File: src/rtl/dmem_arbiter_pkg.sv
// Shared types and constants for the dmem arbiter: FSM state encoding,
// port identifiers, default widths and the read-return tag format.
package dmem_arbiter_pkg;

  typedef enum logic [1:0] {
    IDLE  = 2'd0,
    OWN0  = 2'd1,
    OWN1  = 2'd2,
    LOCK1 = 2'd3
  } arb_state_t;

  localparam logic PORT_CPU = 1'b0;
  localparam logic PORT_DBG = 1'b1;

  localparam int DEFAULT_ADDR_W = 12;
  localparam int DEFAULT_DATA_W = 32;

  // One read-return slot: whether a read is in flight and which port issued it.
  typedef struct packed {
    logic valid;
    logic port;
  } tag_t;

endpackage

File: src/rtl/dmem_tag_pipe.sv
// Shift register carrying read-return tags alongside the dmem read latency,
// so the returning data can be steered to the port that issued the read.
module dmem_tag_pipe
  import dmem_arbiter_pkg::*;
#(
  parameter int DEPTH = 1
) (
  input  logic clock,
  input  logic reset,
  input  tag_t tag_in,
  output tag_t tag_out
);

  tag_t stage [DEPTH];

  always_ff @(posedge clock or negedge reset) begin
    if (!reset) begin
      for (int i = 0; i < DEPTH; i++) begin
        stage[i] <= '0;
      end
    end else begin
      stage[0] <= tag_in;
      for (int i = 1; i < DEPTH; i++) begin
        stage[i] <= stage[i-1];
      end
    end
  end

  assign tag_out = stage[DEPTH-1];

endmodule

File: src/rtl/dmem_arbiter.sv
// Two-port arbiter in front of a single-port dmem: round-robin with bounded
// hold, optional port-1 burst lock, registered issue and tagged read return.
module dmem_arbiter
  import dmem_arbiter_pkg::*;
#(
  parameter int ADDR_W       = DEFAULT_ADDR_W,
  parameter int DATA_W       = DEFAULT_DATA_W,
  parameter int READ_LATENCY = 1,
  parameter int MAX_HOLD     = 8
) (
  input  logic              clock,
  input  logic              reset,
  input  logic              req0,
  input  logic              req1,
  input  logic              wren0,
  input  logic              wren1,
  input  logic [ADDR_W-1:0] addr0,
  input  logic [ADDR_W-1:0] addr1,
  input  logic [DATA_W-1:0] wdata0,
  input  logic [DATA_W-1:0] wdata1,
  input  logic              lock1,
  output logic              gnt0,
  output logic              gnt1,
  output logic              rvalid0,
  output logic              rvalid1,
  output logic [DATA_W-1:0] rdata0,
  output logic [DATA_W-1:0] rdata1,
  output logic [ADDR_W-1:0] address_dmem,
  output logic [DATA_W-1:0] data,
  output logic              wren,
  input  logic [DATA_W-1:0] q_dmem,
  output arb_state_t        arb_state
);

  // Handshake: a requester holds req/wren/addr/wdata stable until it sees its
  // gnt; a transfer occurs in every cycle where req and gnt are both high.

  localparam logic [7:0] HOLD_MAX = 8'(MAX_HOLD);

  arb_state_t state, state_next;
  logic [7:0] hold_cnt, hold_next, hold_inc;
  logic       g0, g1;

  assign hold_inc  = (hold_cnt >= HOLD_MAX) ? HOLD_MAX : hold_cnt + 8'd1;
  assign arb_state = state;

  always_ff @(posedge clock or negedge reset) begin
    if (!reset) begin
      state    <= IDLE;
      hold_cnt <= 8'd0;
    end else begin
      state    <= state_next;
      hold_cnt <= hold_next;
    end
  end

  // hold_cnt includes the grant being made, so a fresh owner starts at 1.
  always_comb begin
    state_next = state;
    hold_next  = 8'd0;
    if (state == LOCK1) begin
      if (g1 && !lock1) begin
        state_next = OWN1;
        hold_next  = req0 ? 8'd1 : 8'd0;
      end
    end else if (g1) begin
      state_next = lock1 ? LOCK1 : OWN1;
      if (!lock1 && req0) begin
        hold_next = (state == OWN1) ? hold_inc : 8'd1;
      end
    end else if (g0) begin
      state_next = OWN0;
      if (req1) begin
        hold_next = (state == OWN0) ? hold_inc : 8'd1;
      end
    end else begin
      state_next = IDLE;
    end
  end

  always_comb begin
    g0 = 1'b0;
    g1 = 1'b0;
    unique case (state)
      LOCK1: g1 = req1;
      OWN0: begin
        if (req0 && req1) begin
          g0 = (hold_cnt < HOLD_MAX);
          g1 = !g0;
        end else begin
          g0 = req0;
          g1 = req1;
        end
      end
      OWN1: begin
        if (req0 && req1) begin
          g1 = (hold_cnt < HOLD_MAX);
          g0 = !g1;
        end else begin
          g0 = req0;
          g1 = req1;
        end
      end
      default: begin
        g0 = req0;
        g1 = req1 && !req0;
      end
    endcase
  end

  // Grants are combinational, so they are forced low while reset is held.
  assign gnt0 = g0 && reset;
  assign gnt1 = g1 && reset;

  tag_t issue_tag, ret_tag;

  always_ff @(posedge clock or negedge reset) begin
    if (!reset) begin
      address_dmem <= '0;
      data         <= '0;
      wren         <= 1'b0;
      issue_tag    <= '0;
    end else begin
      wren            <= (gnt0 && wren0) || (gnt1 && wren1);
      issue_tag.valid <= (gnt0 && !wren0) || (gnt1 && !wren1);
      issue_tag.port  <= gnt1 ? PORT_DBG : PORT_CPU;
      if (gnt0) begin
        address_dmem <= addr0;
        data         <= wdata0;
      end else if (gnt1) begin
        address_dmem <= addr1;
        data         <= wdata1;
      end
    end
  end

  dmem_tag_pipe #(
    .DEPTH(READ_LATENCY)
  ) u_tag_pipe (
    .clock  (clock),
    .reset  (reset),
    .tag_in (issue_tag),
    .tag_out(ret_tag)
  );

  logic [DATA_W-1:0] rdata0_q, rdata1_q;

  assign rvalid0 = ret_tag.valid && (ret_tag.port == PORT_CPU);
  assign rvalid1 = ret_tag.valid && (ret_tag.port == PORT_DBG);

  always_ff @(posedge clock or negedge reset) begin
    if (!reset) begin
      rdata0_q <= '0;
      rdata1_q <= '0;
    end else begin
      if (rvalid0) rdata0_q <= q_dmem;
      if (rvalid1) rdata1_q <= q_dmem;
    end
  end

  assign rdata0 = rvalid0 ? q_dmem : rdata0_q;
  assign rdata1 = rvalid1 ? q_dmem : rdata1_q;

endmodule

File: config.mk
export PLATFORM = sky130hd
export DESIGN_NAME = dmem_arbiter
export DESIGN_NICKNAME = d
export VERILOG_FILES = /design/src/rtl/dmem_arbiter_pkg.sv /design/src/rtl/dmem_tag_pipe.sv /design/src/rtl/dmem_arbiter.sv
export SDC_FILE = /design/constraint.sdc
export NUM_CORES = 1
export LEC_CHECK = 0
export CAP_MARGIN = 30
export CORE_ASPECT_RATIO = 1.75
export CORE_UTILIZATION = 40
export DETAILED_ROUTE_END_ITERATION = 12
export DONT_BUFFER_PORTS = 1
export GPL_TIMING_DRIVEN = 0
export HOLD_SLACK_MARGIN = 0.02
export PLACE_DENSITY = 0.55
export RECOVER_POWER = 100
export SYNTH_ARGS = -nofsm -noshare
export SYNTH_HDL_FRONTEND = slang
export SYNTH_SLANG_ARGS = --single-unit
File: constraint.sdc
create_clock -name clock -period 2.4 [get_ports clock]
set_input_delay 0.24 -clock clock [delete_from_list [all_inputs] [get_ports clock]]
set_output_delay 0.24 -clock clock [all_outputs]
set_load 0.005 [all_outputs]
==> reports/metrics.yaml, run 1 <==
worst_setup_path:
  max_stage_delay_ns: 0.44
  reg2reg_to: "address_dmem[0]"
  required_ns: 2.16
  cpMostUsedCell: "buf_4"
  r2r_cells: 8
  cp_slowest_cell: "or3_1"
  crit_arrival_ns: 2.08
  crit_path_start_kind: "flop"
  r2r-start: "arb_state[0]"
  cp_max_fo: 10
  cp-end-kind: "output pin"
  worstSetupStartpoint: "hold_cnt[3]"
  critPathKind: "reg2out"
  rrSetupSlack_ns: 0.22
  crit_chain: "or3_1 > o31ai_4 > buf_4 > or2_1 > buf_4 > inv_2"
sta:
  drv_slew: 0
  fin_tns_setup_ns: 0
  setup_violations: 0
  period_minus_slack_ns: 2.32
  skew_ns: 0.0104
  fmax_mhz: 431
  grt_setup_unrepaired: "no"
  tightest_slew_ns: 0.627
  hold_viol: 123
  hold_ws_ns: -0.476
  period_share_pct: 96.7
  maxSlewHeadroom_pct: 58.2
clock_tree:
  clk_pin_slew_worst_paths_ns: 0.06
  clock_latency_ns: 0.41
  cts_buffer_depth: 2
  htreeDepth: 4
  root_buffer: "clkbuf_16"
  cts_made_buffers: 17
  cts.sinks: 123
  cts_tree: "done"
cells_and_area:
  syn2layout_area_growth_pct: 25.0
  utilization_pct: 51.0
  layout_commonest_cell: "dfrtp_1"
  nets: 735
  final_layout_size_suffix_gt1_share_pct: 8.90
  diodes: 0
  fin_cells: 798
  final_cell_mix: "dfrtp_1, o211ai_1, dlygate4sd3_1, mux2_1, nand2_1"
power_and_ir_drop:
  power.total_mw: 6.37
  powerDensity_nw_per_um2: 874
  cellLeakagePower_nw: 3.14
  peakVddDrop_v: 0.000435
global_route:
  grt_usage_pct: 20.9
  overflow: 0
  grt_max_degree: 126
  grt_pass1_vias: 4512
  grt_pass1_wl_um: 23800
  antenna_found_initial: 0
synth:
  synth_cells: 500
  yosys.area.top_type: "dfrtp_1"
  yosys.area.top_type_share_pct: 52.8
  synth_top_cells_by_area: "dfrtp_1, mux2_2, o211ai_2"
  synth_area_sq_um: 5830
  synth_area_per_cell_sq_um: 11.7
  yosysSeqAreaShare_pct: 52.8
  synth_cell_types: 38
  synthesis.yosys.warnings: 0
  ys_ff_latch: 123
drt:
  wire_per_inst_um: 19.7
  vias_per_cell: 5.36
  antenna_left: 0
  drc_errors: 0
  drt-initial-drc-count: 123
  first_pass_iters: 4
  routed_wl_um: 15700
  vias: 4277
die:
  start_util_pct: 40.8
  std_cell_rows: 58
  die_w_um: 93.3
  fp.coreArea_sq_um: 14300
  io_pins: 242
  die_h_um: 162
  dieArea_sq_um: 15100
placement:
  gp_congestion: 0.759
  place_inst: 683
  dp_hpwl_um: 11200
  place.port_buffers: 0
outcome:
  outcome: "complete, but fails checks"
  violations: "hold timing"
job:
  max-cap-violations: 0
min_path:
  hp-class: "in2async"
-- repair_timing --
item	4_1_cts	5_1_grt
gates cloned	0	0
setup endpoints to repair	14	23
hold buffers	79	1
gates resized for setup	4	4
buffers inserted	0	4
endpoints found under the hold margin	228	125
pin swaps	1	1
-- report_power, final --
| group | switching (mW) | leakage [nW] | internal [mW] | total (mW) |
|---|---|---|---|---|
| combinational | 0.643 | 1.39 | 0.487 | 1.13 |
| clock | 0.963 | 0.277 | 1.45 | 2.42 |
| sequential | 0.234 | 1.47 | 2.59 | 2.82 |
-- critical path: cells and delay by family (launching register included) --
family                 cells  cell delay [ns]
AO/OA/AOI/OAI              1             0.25
buffers and inverters      3             0.46
flip-flops                 1             0.40
AND/OR/NAND/NOR            2             0.55
-- kinds of logic after synthesis --
kind of cell / after synthesis / share of synthesized area (%)
AND/OR/NAND/NOR: 67 / 4.70
AO/OA/AOI/OAI: 147 / 22.6
multiplexers: 65 / 12.5
XOR/XNOR: 2 / 0.300
other: 1 / 0.0643
buffers and inverters: 93 / 6.63
flip-flops: 123 / 52.8
adder cells (fa/ha/maj): 2 / 0.429
-- flip-flops by register name, indices dropped and copies added, names as in the netlist --
register,flops
data,32
address_dmem,12
rdata0_q,32
rdata1_q,32
wren,1
u_tag_pipe.tag_out,2
issue_tag,2
arb_state,2
hold_cnt,8
-- per-layer routing --
metal	global-route usage, %	wire, um
met2	36.6	8230
met3	6.84	1250
met1	21.7	5740
met4	11.3	469
met5	0	0
-- stage by stage --
step                      hold WS, ns  instance area [sq um]  worst slack, ns
after floorplan               -0.0556                   5840            0.617
after global placement        -0.0533                   6070            0.187
after detailed placement      -0.0531                   6070           0.0986
after CTS                      -0.498                   7430          0.00156
after global routing           -0.503                   7290           0.0109
final                          -0.476                   7290           0.0793
-- synth_stat cells, drive strengths merged --
cell,instances
dfrtp,123
o211ai,90
mux2,64
nand2,52
inv,51
o21bai,44
clkbuf,31
buf,11
nor2,6
nand3,3
a22o,2
ha,2
o21ai,2
or2,2
or3,2
a21boi,1
a21oi,1
a22oi,1
a311oi,1
a31o,1
a31oi,1
conb,1
mux2i,1
nand2b,1
nor3,1
o2bb2ai,1
o311ai,1
o31ai,1
xnor2,1
xor2,1
-- worst max path at each step --
| stage | end | slack (ns) | cells past startpoint |
|---|---|---|---|
| 3_5_place_dp | data[15] | 0.1 | 7 |
| 5_1_grt | gnt0 | 0.01 | 6 |
| 3_3_place_gp | data[10] | 0.19 | 7 |
| 6_report | gnt0 | 0.08 | 6 |
| 4_1_cts | rdata0[2] | 0.002 | 4 |
| 2_1_floorplan | wren | 0.62 | 6 |
-- final cells by class --
| type | instances | area (sq um) |
|---|---|---|
| Fill cell | 1273 | 7010 |
| Sequential cell | 123 | 3080 |
| Multi-Input combinational cell | 287 | 2210 |
| Timing Repair Buffer | 84 | 831 |
| Clock buffer | 18 | 439 |
| Tap cell | 180 | 225 |
| Buffer | 42 | 199 |
| Inverter | 51 | 191 |
| Clock inverter | 13 | 119 |
Power figures use the tool's default switching activity.
==> run 2, diff against run 1 <==
--- a/config.mk
+++ b/config.mk
@@ -14,6 +14,7 @@
 export HOLD_SLACK_MARGIN = 0.02
 export PLACE_DENSITY = 0.55
 export RECOVER_POWER = 100
+export SLEW_MARGIN = 40
 export SYNTH_ARGS = -nofsm -noshare
 export SYNTH_HDL_FRONTEND = slang
 export SYNTH_SLANG_ARGS = --single-unit
==> results of run 2 <==
No change in the layout: final DEF, timing and power equal those of run 1.
==> run 3, diff against run 2 <==
--- a/config.mk
+++ b/config.mk
@@ -18,3 +18,4 @@
 export SYNTH_ARGS = -nofsm -noshare
 export SYNTH_HDL_FRONTEND = slang
 export SYNTH_SLANG_ARGS = --single-unit
+export TNS_END_PERCENT = 5
==> constraint.sdc (replaced) <==
create_clock -name clock -period 2.4 [get_ports clock]
set_input_delay 0.24 -clock clock [delete_from_list [all_inputs] [get_ports clock]]
set_output_delay 0.24 -clock clock [all_outputs]
set_load 0.1 [all_outputs]
==> reports/metrics.yaml, run 3 (synthesized netlist as in run 1, its figures left out) <==
sta:
  drv_slew: 0  # unchanged
  hold_viol: 123  # unchanged
  skew_ns: 0.00928  # -0.00115 ns
  fmax_mhz: 402  # -6.8%
  maxSlewHeadroom_pct: 36.9  # -21 points
  layout_setup_ws_ns: -0.0904  # -0.170 ns
  hold_ws_ns: -0.481  # -0.00444 ns
  tightest_slew_ns: 0.946  # +0.319 ns
  period_share_pct: 104  # +7.1 points
  grt_setup_unrepaired: "yes"
  period_minus_slack_ns: 2.49  # +0.170 ns
  setup_violations: 1  # +1
clock_tree:
  cts_tree: "done"
  cts.sinks: 123  # unchanged
  cts_buffer_depth: 2  # unchanged
  htreeDepth: 4  # unchanged
  cts_made_buffers: 17  # unchanged
  clock_latency_ns: 0.41  # about the same
  holdBufCountCts: 48  # -39%
  root_buffer: "clkbuf_16"
  clk_pin_slew_worst_paths_ns: 0.06  # about the same
power_and_ir_drop:
  peakVddDrop_v: 0.000465  # +6.8%
  cellLeakagePower_nw: 3.32  # +5.8%
  powerDensity_nw_per_um2: 1440  # +65%
  power.total_mw: 10.6  # +67%
worst_setup_path:
  r2r_cells: 9  # +1
  worstSetupStartpoint: "arb_state[0]"
  crit_path_start_kind: "flop"
  cpMostUsedCell: "buf_6"
  reg2reg_to: "address_dmem[0]"
  cp-end-kind: "output pin"
  critPathKind: "reg2out"
  required_ns: 2.16  # about the same
  cp_max_fo: 10  # unchanged
  cp_slowest_cell: "dfrtp_4"
  max_stage_delay_ns: 0.62  # +0.18 ns
  crit_arrival_ns: 2.25  # +0.17 ns
  rrSetupSlack_ns: 0.08  # -0.14 ns
  crit_chain: "buf_6 > a21boi_1 > buf_4 > o211ai_4 > or2_1 > buf_6 > inv_12"
  r2r-start: "arb_state[0]"
job:
  max-cap-violations: 0  # unchanged
drt:
  routed_wl_um: 15700  # about the same
  first_pass_iters: 4  # unchanged
  drt-initial-drc-count: 101  # -18%
  wire_per_inst_um: 20.4  # +3.9%
  vias: 4138  # -3.2%
  antenna_left: 0  # unchanged
  vias_per_cell: 5.39  # +0.53%
  drc_errors: 0  # unchanged
global_route:
  antenna_found_initial: 0  # unchanged
  overflow: 0  # unchanged
  grt_pass1_vias: 4404  # -2.4%
  grt_usage_pct: 20.8  # -0.089 points
  grt_pass1_wl_um: 23500  # -1.2%
  grt_max_degree: 126  # unchanged
cells_and_area:
  nets: 704  # -4.2%
  top_regs: "data: 32 flops, rdata0_q: 32 flops, rdata1_q: 32 flops"
  final_cell_mix: "dfrtp_1, nand2_1, inv_1, o211ai_1, dlygate4sd3_1"
  utilization_pct: 51.5  # +0.56 points
  layout_commonest_cell: "dfrtp_1"
  final_layout_size_suffix_gt1_share_pct: 28.7  # +20 points
  diodes: 0  # unchanged
  post-route-cell-area_sq_um: 7370  # +1.1%
  syn2layout_area_growth_pct: 26.3
  multi_input_area_sq_um: 2490  # +13%
  ff_latch_area_sq_um: 3090  # +0.33%
  fillers: 1274  # +0.079%
min_path:
  hp-class: "in2async"
placement:
  gp_congestion: 0.747  # -1.5%
  dp_hpwl_um: 11200  # +0.15%
  place_area_sq_um: 6160  # +1.5%
  place.port_buffers: 0  # unchanged
  dpl_worst_slack_ns: -0.358  # -0.457 ns
die:
  std_cell_rows: 58  # unchanged
  dieArea_sq_um: 15100  # unchanged
  fp.coreArea_sq_um: 14300  # unchanged
  die_h_um: 162  # unchanged
  die_w_um: 93.3  # unchanged
  start_util_pct: 40.8  # unchanged
  io_pins: 242  # unchanged
outcome:
  outcome: "complete, but fails checks"
  violations: "hold timing, setup timing"
==> run 3: cell count changes in the layout (fill, tap and decap cells not counted), sizes merged, moves of 2 or more <==
cell | before | now
clkinvlp | 1 | 3
buf | 10 | 15
clkbuf | 54 | 50
dlygate4sd3 | 80 | 48
inv | 54 | 58
clkinv | 8 | 2
==> run 3: final cells by class <==
| class | count | share of cell area [%] |
|---|---|---|
| plain buffers | 42 | 3.14 |
| clock buffers | 18 | 5.82 |
| inverters | 51 | 2.77 |
| well taps | 180 | 3.06 |
| repair buffers | 53 | 7.35 |
| multi-input cells | 287 | 33.8 |
| flip-flops and latches | 123 | 41.9 |
| clock inverters | 14 | 2.17 |
==> run 3: worst max-delay path by stage <==
stage                      end  slack [ns]  depth (start not counted)
floorplan                 wren        0.05                          8
global placement          wren       -0.30                          8
detailed placement    data[17]       -0.36                          7
CTS                 rdata0[28]       -0.21                          4
global route              gnt0       -0.17                          7
finish                    gnt0       -0.09                          7
==> run 3: power by group <==
part           switching (mW)  total [mW]  leakage [nW]  internal (mW)
registers                1.39        3.96          1.47           2.57
logic                    3.39        4.08          1.57          0.688
clock network            1.01        2.57         0.281           1.55
==> run 3: worst max-delay path, delay by kind of cell, from the launching register on <==
family	cells	cell delay, ns
AO/OA/AOI/OAI	2	0.29
buffers and inverters	4	0.66
flip-flops	1	0.62
AND/OR/NAND/NOR	1	0.26
==> run 3: timing repair <==
action / in CTS / in global routing
resized for setup: 15 / 42
endpoints found under the hold margin: 170 / 123
pin swaps: 1 / 1
endpoints found under the setup margin: 103 / 51
setup buffers: 2 / 1
==> run 3: metrics by stage <==
stage | setup TNS [ns] | hold WS [ns] | instances
detailed placement | -12.84 | -0.0531 | 685
global route | -1.65 | -0.505 | 768
floorplan | 0 | -0.0556 | 503
global placement | -9.91 | -0.0530 | 683
finish | -0.0904 | -0.481 | 768
CTS | -4.73 | -0.501 | 767
==> run 3: per-layer routing <==
metal / up-vias / wire length (um) / GRT usage, %
li1: 1900 / - / -
met1: 2003 / 5290 / 20.1
met2: 200 / 8620 / 37.9
met3: 35 / 1350 / 7.21
met4: 0 / 438 / 11.0
met5: - / 0 / 0
